$ cat src/rtl/lp805x_syncq.sv
// lp805x_syncq: single-clock queue with wput/wrdy and rget/rrdy handshakes,
// occupancy level, almost-full flag, synchronous flush and sticky error flags.
//
// Handshake semantics: a write transfers on a rising edge where wput=1 and
// wrdy=1; a read transfers on a rising edge where rget=1 and rrdy=1. wrdy and
// rrdy depend only on registered state, never on wput/rget, so a request may
// be held or dropped freely. A request made while its ready is low is not a
// transfer. It sets the matching sticky error flag (ovf/udf) unless flush is
// high in that cycle.
module lp805x_syncq #(
    parameter int DATA_W = 40,
    parameter int DEPTH  = 4,
    parameter int AW     = 2,
    parameter int FWFT   = 1,
    parameter int AF_THR = 3
) (
    input  logic              clk,
    input  logic              rst,
    input  logic [DATA_W-1:0] data_in,
    input  logic              wput,
    output logic              wrdy,
    output logic [DATA_W-1:0] data_out,
    input  logic              rget,
    output logic              rrdy,
    input  logic              flush,
    output logic [AW:0]       level,
    output logic              afull,
    output logic              ovf,
    output logic              udf
);

    localparam logic [AW:0] FULL_LVL = (AW+1)'(DEPTH);
    localparam logic [AW:0] AF_LVL   = (AW+1)'(AF_THR);
    localparam logic [AW:0] ONE_LVL  = (AW+1)'(1);

    logic [DATA_W-1:0] mem_q [DEPTH];

    logic [AW-1:0]     wr_ptr_q, wr_ptr_d;
    logic [AW-1:0]     rd_ptr_q, rd_ptr_d;
    logic [AW:0]       level_q,  level_d;
    logic              ovf_q,    ovf_d;
    logic              udf_q,    udf_d;
    // In FWFT mode this holds the last head word seen while non-empty; in
    // registered mode it is the read data register itself.
    logic [DATA_W-1:0] dout_q,   dout_d;

    logic              push;
    logic              pop;
    logic [DATA_W-1:0] head;

    // Status flags come straight from the registered level.
    assign wrdy  = (level_q != FULL_LVL);
    assign rrdy  = (level_q != '0);
    assign afull = (level_q >= AF_LVL);
    assign level = level_q;
    assign ovf   = ovf_q;
    assign udf   = udf_q;

    assign head  = mem_q[rd_ptr_q];

    // Accepted transfers; flush masks both so nothing moves in a flush cycle.
    assign push = wput && wrdy && !flush;
    assign pop  = rget && rrdy && !flush;

    // Read data: combinational head in FWFT mode, registered otherwise.
    assign data_out = (FWFT != 0) ? (rrdy ? head : dout_q) : dout_q;

    // Next-state for pointers, level, error flags and read data.
    always_comb begin
        wr_ptr_d = wr_ptr_q;
        rd_ptr_d = rd_ptr_q;
        level_d  = level_q;
        ovf_d    = ovf_q;
        udf_d    = udf_q;
        dout_d   = dout_q;

        if (FWFT != 0) begin
            if (rrdy) begin
                dout_d = head;
            end
        end else begin
            if (pop) begin
                dout_d = head;
            end
        end

        if (flush) begin
            wr_ptr_d = '0;
            rd_ptr_d = '0;
            level_d  = '0;
            ovf_d    = 1'b0;
            udf_d    = 1'b0;
        end else begin
            if (push) begin
                wr_ptr_d = wr_ptr_q + 1'b1;
            end
            if (pop) begin
                rd_ptr_d = rd_ptr_q + 1'b1;
            end
            case ({push, pop})
                2'b10:   level_d = level_q + ONE_LVL;
                2'b01:   level_d = level_q - ONE_LVL;
                default: level_d = level_q;
            endcase
            if (wput && !wrdy) begin
                ovf_d = 1'b1;
            end
            if (rget && !rrdy) begin
                udf_d = 1'b1;
            end
        end
    end

    // Control and read-data registers, cleared asynchronously.
    always_ff @(posedge clk or negedge rst) begin
        if (!rst) begin
            wr_ptr_q <= '0;
            rd_ptr_q <= '0;
            level_q  <= '0;
            ovf_q    <= 1'b0;
            udf_q    <= 1'b0;
            dout_q   <= '0;
        end else begin
            wr_ptr_q <= wr_ptr_d;
            rd_ptr_q <= rd_ptr_d;
            level_q  <= level_d;
            ovf_q    <= ovf_d;
            udf_q    <= udf_d;
            dout_q   <= dout_d;
        end
    end

    // Storage array; contents are never read before being written, so no reset.
    always_ff @(posedge clk) begin
        if (push) begin
            mem_q[wr_ptr_q] <= data_in;
        end
    end

endmodule

$ cat config.mk
export PLATFORM = sky130hd
export DESIGN_NAME = lp805x_syncq
export DESIGN_NICKNAME = d
export VERILOG_FILES = /design/src/rtl/lp805x_syncq.sv
export SDC_FILE = /design/constraint.sdc
export NUM_CORES = 1
export LEC_CHECK = 0
export CORE_MARGIN = 4
export CORE_UTILIZATION = 40
export DETAILED_ROUTE_END_ITERATION = 12
export DONT_BUFFER_PORTS = 1
export GPL_TIMING_DRIVEN = 0
export HOLD_SLACK_MARGIN = 0.12
export RECOVER_POWER = 100
export SYNTH_ARGS = -nofsm -noshare
export SYNTH_HDL_FRONTEND = slang
export SYNTH_SLANG_ARGS = --single-unit
$ cat constraint.sdc
create_clock -name clk -period 2.35 [get_ports clk]
set_clock_uncertainty 0.05 [all_clocks]
set_input_delay 0.47 -clock clk [delete_from_list [all_inputs] [get_ports clk]]
set_output_delay 0.47 -clock clk [all_outputs]
set_load 0.01 [all_outputs]
* After elaboration in Yosys (flattened, before gate mapping)
Memories as Yosys holds them, arrays and structs flattened. Index checks and enable logic that the tools add are counted. Widths: inputs -> output; s select.
Word-level totals: register bits 49, bits in latches 0, RAM bits 160, bits in read-only memories 0, input bits 45, output and inout port bits 48, logic and storage cells 43, memories kept 1
Memories:
- mem_q | words 4, width 40, rd ports 1, clocked after Yosys merged registers in 0, wr ports 1, RTL line 36 | logic [DATA_W-1:0] mem_q [DEPTH];
Cells by class: add/subtract/negate cells 4, $mul 0, divide/modulo/power cells 0, order comparisons 1, eq/ne operators 3, shift-type cells 0, multiplexer cells 13, bitwise logic cells 0, reductions and logical operators 15
Operators with widths (count):
- $mux 40 | 1
- $mux 2 | 4
- $reduce_bool 2->1 | 4
- $logic_and 1x1->1 | 6
- $mux 1 | 6
- $pmux 3 s2 | 1
- $reduce_bool 3->1 | 2
- $add 2x1->2 const B | 2
- $add 3x1->3 const B | 1
- $ge 3x2->1 const B | 1
- $logic_not 1->1 | 3
- $mux 3 | 1
- $ne 3x3->1 const B | 1
- $sub 3x1->3 const B | 1
- $eq 2x1->1 const B | 1
- $eq 2x2->1 const B | 1

* Logic depth before layout (Yosys ltp)
Gate-level depths: netlist (run 1).
depth in word-level cells 6, mapped depth 7, mapped depth without buffers 6

* Worst setup path before layout (run 1)
OpenSTA, ideal clock, no wires.
path kind input to register, start point input wput, end point memory mem_q[0][0], enable pin, data arrival time 2.049 ns, data required time 1.899 ns, slack -0.151 ns, cell stages on the path 4, path buffers 1, cell sequence buf_1 > inv_1 > nor2_1 > and3_1
On the way: cells in the longest elaborated chain, start to end 4
RTL lines:
- start, declared | RTL line 20 | input logic wput,
- $logic_and 1x1->1 (2 in a row) | RTL line 62 | assign push = wput && wrdy && !flush;
- $mux 1 | RTL line 135 | if (push) begin
- $mux 1 (not written as such) | RTL line 136 | mem_q[wr_ptr_q] <= data_in;
- end, declared | RTL line 36
No other way between the ends.

* Final worst setup path (run 1)
start point register rd_ptr_q[0], end point output data_out[38]
On the way: cells in the longest elaborated chain, start to end 2
RTL lines:
- start, declared | RTL line 39 | logic [AW-1:0] rd_ptr_q, rd_ptr_d;
- start signal, assigned | RTL line 125 | rd_ptr_q <= rd_ptr_d;
- $mem_v2 4x40
- $mux 40
- end, declared | RTL line 22 | output logic [DATA_W-1:0] data_out,
No other way between the ends.

==> results.py, run 1 <==
metrics = {
    "finish": {
        "drive_gt1_share_pct": 34.3,
        "area_delta_synth_final_pct": 25.8,
        "instances_no_fill": 728,
        "antenna_cells": 0,
        "nNetsFinal": 496,
    },
    "synthesis": {
        "ys_warn_count": 0,
        "syn_avg_cell_area_um2": 21.5,
        "synth_top_family_by_area": "multiplexers",
        "synth_compound_area_share_pct": 1.76,
        "yosysUniqueCellTypes": 37,
        "synth-simple-area-share_pct": 1.52,
        "yosys_register_bits": 209,
        "syn_area_um2": 7900,
        "synth_nets": 417,
        "synthAdderAreaFrac_pct": 0.887,
        "ys_seq_area_share_pct": 76.3,
        "synthMuxAreaShare_pct": 17.3,
        "synth_xor_area_share_pct": 0.332,
        "netlist_instances": 367,
    },
    "power": {
        "irDropWorstVdd_mv": 0.704,
        "powerDensity_nw_per_um2": 1140,
        "leakage_nw": 3.53,
    },
    "routing": {
        "via_per_inst": 5.22,
        "ant_nets": 0,
        "wl_mm": 16.8,
        "drt-initial-drc-count": 149,
        "post-route-drc-count": 0,
        "dr.pass1.iters": 6,
        "num_vias": 3801,
        "post_drt_wl_per_cell_um": 23.1,
    },
    "clock_tree": {
        "numCtsBuffers": 23,
        "clkSinkCount": 209,
        "clk_pin_slew_worst_paths_ns": 0.06,
        "htree_levels": 1,
        "cts_tree": "done",
        "cts-root-buf": "clkbuf_16",
        "clkLatencyLatePin_ns": 0.51,
        "clk_path_buf_depth": 3,
    },
    "floorplanning": {
        "die_y_um": 149,
        "initial_core_util_pct": 40.6,
        "rows": 51,
        "die_w_um": 149,
        "core_area_um2": 19500,
        "io_pins": 93,
        "dieArea_um2": 22100,
    },
    "worst_setup_path": {
        "slowest_delay_ns": 0.51,
        "worstPathArrival_ns": 2.00,
        "critPathRequiredTime_ns": 1.83,
        "path_cells": "buf_6 > buf_12 > mux4_2 > mux2_4",
        "start_kind": "register",
        "end_kind": "primary output",
        "cp_max_fo": 10,
        "critPathKind": "reg2out",
        "cp_slowest_cell": "mux4_2",
    },
    "placed_design": {
        "gp_congestion": 0.762,
        "detailed_place_hpwl_mm": 8.58,
        "portBuffers": 0,
        "dp.cells": 632,
    },
    "flow_run": {
        "maxCapViolCount": 1,
    },
    "run_status": {
        "violations": "max-capacitance violations, max-slew violations, negative setup slack",
        "status": "complete, but fails checks",
    },
    "global_routing": {
        "grt_pass1_vias": 4126,
        "antenna_found_initial": 0,
        "grt.total_usage_pct": 15.1,
        "grt_max_degree": 50,
        "grt_pass1_wl_mm": 25.1,
        "grt_overflow": 0,
    },
    "timing": {
        "layout_setup_ws_ns": -0.170,
        "rsz0062_at_grt": "true",
        "tns_ns": -6.37,
        "hold_violations": 0,
        "min_period_ns": 2.52,
        "relSlewSlack_pct": -1.78,
        "final.period_utilization_pct": 107,
        "finalSetupViolations": 41,
        "finalMaxSlewViolations": 50,
        "maxClockFrequency_ghz": 0.397,
        "worst_slew_pin_slew_ns": 1.53,
    },
    "worst_hold_path": {
        "hold_path.class": "in2reg",
    },
}
-- final timing paths --
| path | from | to | slack, ns | cells past startpoint |
|---|---|---|---|---|
| min in group asynchronous | rst | dout_q[15] | 0.86 | 2 |
| max reg2reg | level[2] | level[1] | -0.03 | 8 |
| max | rd_ptr_q[0] | data_out[38] | -0.17 | 4 |
| min reg2reg | dout_q[34] | dout_q[34] | 0.47 | 1 |
| max in group asynchronous | rst | level[1] | 0.37 | 2 |
| min | rget | level[2] | 0.22 | 3 |
-- worst max-delay path: cells and delay by family (launching register included) --
kind / cells / cell delay (ns)
mux: 2 / 0.82
flops: 1 / 0.34
buf+inv: 2 / 0.33
-- logic make-up (layout without fill, tap and decap cells) --
group                    Yosys count  count (layout)
AO/OA/AOI/OAI                     20              20
flip-flops                       209             209
multiplexers                      81              81
AND/OR/NAND/NOR                   23              27
XOR/XNOR                           3               3
adder cells (fa/ha/maj)            5               5
buffers and inverters             26             118
-- registers in the layout (all words and copies together) (netlist names) --
name,count
rd_ptr_q,2
udf,1
level,3
wr_ptr_q,2
mem_q,160
ovf,1
dout_q,40
-- layout make-up --
type                            instances  area, µm²
Clock inverter                         14        175
Buffer                                 19        243
Fill cell                            1562       9520
Inverter                                6       22.5
Sequential cell                       209       6030
Clock buffer                           28        604
Tap cell                              265        332
Timing Repair Buffer                   51        529
Multi-Input combinational cell        136       2000
-- cells in the mapped netlist --
master | n | share of area (%)
o311ai_0 | 1 | 0.11
a221o_1 | 1 | 0.13
nor2_1 | 7 | 0.33
a2111oi_0 | 1 | 0.11
inv_1 | 6 | 0.28
nor3_2 | 1 | 0.13
buf_2 | 9 | 0.57
and3_1 | 4 | 0.32
a21oi_1 | 6 | 0.38
o221ai_1 | 1 | 0.11
o21ba_2 | 1 | 0.13
o41ai_1 | 1 | 0.11
nor3b_1 | 1 | 0.095
nor3_1 | 1 | 0.063
o21a_1 | 1 | 0.095
xnor2_1 | 1 | 0.11
edfxtp_1 | 160 | 61
a21o_1 | 1 | 0.095
nand3_1 | 3 | 0.19
dfrtp_1 | 49 | 16
o21ai_0 | 2 | 0.13
buf_1 | 4 | 0.19
clkbuf_1 | 2 | 0.095
mux4_1 | 2 | 0.66
buf_6 | 5 | 0.71
mux2_2 | 41 | 5.8
nand2_1 | 3 | 0.14
fa_1 | 1 | 0.25
or4_1 | 1 | 0.095
ha_1 | 4 | 0.63
o31ai_1 | 1 | 0.095
xor2_1 | 2 | 0.22
a31oi_1 | 1 | 0.079
o211ai_1 | 1 | 0.095
mux4_2 | 38 | 11
nand2b_1 | 2 | 0.16
o21bai_1 | 1 | 0.095
-- stage by stage --
| stage | hold WS (ns) | cell area [µm²] | power, mW | util [%] | worst slack (ns) |
|---|---|---|---|---|---|
| after CTS | 0.133 | 9880 | 11.4 | 50.8 | -0.206 |
| after detailed placement | 0.126 | 8240 | 6.86 | 42.3 | -0.431 |
| after global placement | 0.126 | 8240 | 6.79 | 42.3 | -0.344 |
| after floorplan | 0.124 | 7910 | 6.36 | - | 0.106 |
| final | 0.216 | 9940 | 11.4 | 51.1 | -0.170 |
| after global routing | 0.202 | 9940 | 11.9 | 51.1 | -0.247 |
-- cells in the final DEF, fill, tap and decap left out, drive strengths merged, types with 6 or more instances in the layout --
cell and n:
edfxtp 160, dfrtp 49, dlygate4sd3 42, mux2 41, mux4 40, clkbuf 31, buf 25, and3 8
inv 8, nor2 7, clkinv 7, a21oi 6
-- where the power goes --
part / internal (mW) / leakage, nW / switching (mW) / total [mW]
Sequential: 4.47 / 2.04 / 0.178 / 4.65
Combinational: 1.60 / 1.11 / 1.43 / 3.03
Clock: 2.27 / 0.379 / 1.40 / 3.67
-- timing repair --
item / CTS / global route
hold buffers: 43 / 0
cloned: 3 / 2
setup endpoints to repair: 204 / 123
pin swaps: 3 / 9
gates resized for setup: 93 / 14
setup buffers: 5 / 2
hold endpoints to repair: 210 / 0
-- per-layer routing --
metal | global-route usage (%) | part of all wire (%)
met5 | 0 | 0
met1 | 19.0 | 41
met4 | 3.42 | 1.6
met3 | 4.66 | 6.9
met2 | 25.8 | 51
No activity file was read; power rests on OpenSTA's default activity.
==> run 2, diff against run 1 <==
Settings changed: DONT_BUFFER_PORTS 1 to default.
==> results.py, run 2 (same netlist as run 1, synthesis figures left out) <==
metrics = {
    "run_status": {
        "status": "complete, but fails checks",
        "violations": "max-capacitance violations, max-slew violations, negative setup slack",
    },
    "global_routing": {
        "use_met2_pct": 25.5,
        "antenna_found_initial": 1,
        "grt.total_usage_pct": 15.1,
        "grt_pass1_vias": 4401,
        "grt_busiest_layer": "met2",
        "grt_max_degree": 50,
        "grt_pass1_wl_mm": 25.3,
        "grtUsageMet1_pct": 20.1,
        "grt_overflow": 0,
        "grt_use_met3_pct": 3.56,
    },
    "timing": {
        "worst_slew_pin_slew_ns": 1.54,
        "final.period_utilization_pct": 114,
        "finalMaxSlewViolations": 50,
        "min_period_ns": 2.68,
        "maxClockFrequency_ghz": 0.373,
        "fin_hold_ws_ns": 0.446,
        "tns_ns": -11.35,
        "hold_violations": 0,
        "finalSetupViolations": 40,
        "rsz0062_at_grt": "true",
        "layout_setup_ws_ns": -0.332,
        "relSlewSlack_pct": -2.98,
    },
    "floorplanning": {
        "rows": 51,
        "die_w_um": 149,
        "io_pins": 93,
        "die_y_um": 149,
        "initial_core_util_pct": 40.6,
        "core_area_um2": 19500,
        "dieArea_um2": 22100,
    },
    "routing": {
        "drt-initial-drc-count": 240,
        "num_vias": 4017,
        "post-route-drc-count": 0,
        "ant_nets": 0,
        "via_per_inst": 5.00,
        "post_drt_wl_per_cell_um": 21.0,
        "wl_mm": 16.8,
        "dr.pass1.iters": 4,
    },
    "placed_design": {
        "portBuffers": 92,
        "gp_congestion": 0.695,
        "detailed_place_hpwl_mm": 8.75,
    },
    "worst_setup_path": {
        "start_kind": "register",
        "critPathKind": "reg2out",
        "worstPathArrival_ns": 2.16,
        "end_kind": "primary output",
        "cp_max_fo": 8,
        "critPathRequiredTime_ns": 1.83,
    },
    "flow_run": {
        "maxCapViolCount": 1,
    },
    "clock_tree": {
        "clk_path_buf_depth": 3,
        "clkSinkCount": 209,
        "clkLatencyLatePin_ns": 0.50,
        "cts_tree": "done",
        "cts-root-buf": "clkbuf_16",
        "numCtsBuffers": 23,
        "clk_pin_slew_worst_paths_ns": 0.06,
        "htree_levels": 1,
    },
    "finish": {
        "max_flop_register": "mem_q",
        "final_common_cell": "edfxtp_1",
        "fin_util_pct": 54.5,
        "drive_gt1_share_pct": 42.1,
        "largest_reg_flops": 160,
        "area_delta_synth_final_pct": 34.2,
        "nNetsFinal": 570,
        "final_cell_mix": "160 x edfxtp_1, 46 x dfrtp_1, 44 x buf_6",
        "fill_cells": 1541,
    },
    "power": {
        "totalPowerFinal_mw": 12.3,
        "leakage_nw": 3.89,
        "irDropWorstVdd_mv": 0.533,
        "powerDensity_nw_per_um2": 1160,
    },
    "worst_hold_path": {
        "hold_path.class": "reg2reg",
    },
}
[run 2: cell type report]
class | count | area, µm² | area share [%]
Antenna cell | 1 | 2.50 | 0.0236
Tap cell | 265 | 332 | 3.13
Inverter | 6 | 25.0 | 0.236
Buffer | 19 | 238 | 2.24
Multi-Input combinational cell | 136 | 1980 | 18.6
Clock inverter | 10 | 83.8 | 0.790
Timing Repair Buffer | 125 | 1290 | 12.2
Clock buffer | 32 | 619 | 5.84
Sequential cell | 209 | 6030 | 56.9
[run 2: report_power, final]
group	leakage, nW	total [mW]	internal, mW	switching [mW]
combinational	1.51	4.35	2.64	1.71
clock	0.345	3.34	1.96	1.38
sequential	2.04	4.63	4.47	0.151
[run 2: worst max-delay path: stages, from the launching register on]
cell and delay, ns:
dfrtp_1 0.37, buf_12 0.14, buf_12 0.12, buf_12 0.12
mux4_2 0.50, mux2_4 0.29, buf_6 0.12
[run 2: layer usage]
metal | vias to the layer above | routed length, µm
li1 | 1792 | -
met1 | 2095 | 7350
met2 | 104 | 8230
met3 | 26 | 962
met4 | 0 | 299
met5 | - | 0
[run 2: final timing paths]
| path | start | endpoint | slack [ns] | cells past startpoint |
|---|---|---|---|---|
| worst max-delay path | rd_ptr_q[0] | data_out[26] | -0.33 | 6 |
| worst min register to register | dout_q[16] | dout_q[16] | 0.45 | 1 |
| max in group asynchronous | rst | level[0] | 0.37 | 2 |
| worst min-delay path | dout_q[16] | dout_q[16] | 0.45 | 1 |
| min in group asynchronous | rst | dout_q[2] | 0.84 | 2 |
| worst max register to register | level[0] | level[1] | 0.03 | 7 |
[run 2: through the flow]
stage,setup WS (ns),cells,area (µm²)
after global routing,-0.408,803,10600
after CTS,-0.392,793,10400
after floorplan,0.106,367,7910
final,-0.332,803,10600
after detailed placement,-0.955,724,9160
after global placement,-1.33,724,9160
[run 2: what timing repair did]
action | 4_1_cts | 5_1_grt
pin swaps | 3 | 5
endpoints found under the hold margin | 49 | 0
resized for setup | 285 | 30
setup buffers | 23 | 7
setup endpoints to repair | 205 | 164
gates cloned | 4 | 3
hold buffers | 1 | 0
==> run 3, diff against run 2 <==
Settings changed: CTS_CLUSTER_DIAMETER from default to 120.
==> results of run 3 <==
No change in the layout: final DEF, timing and power equal those of run 2.
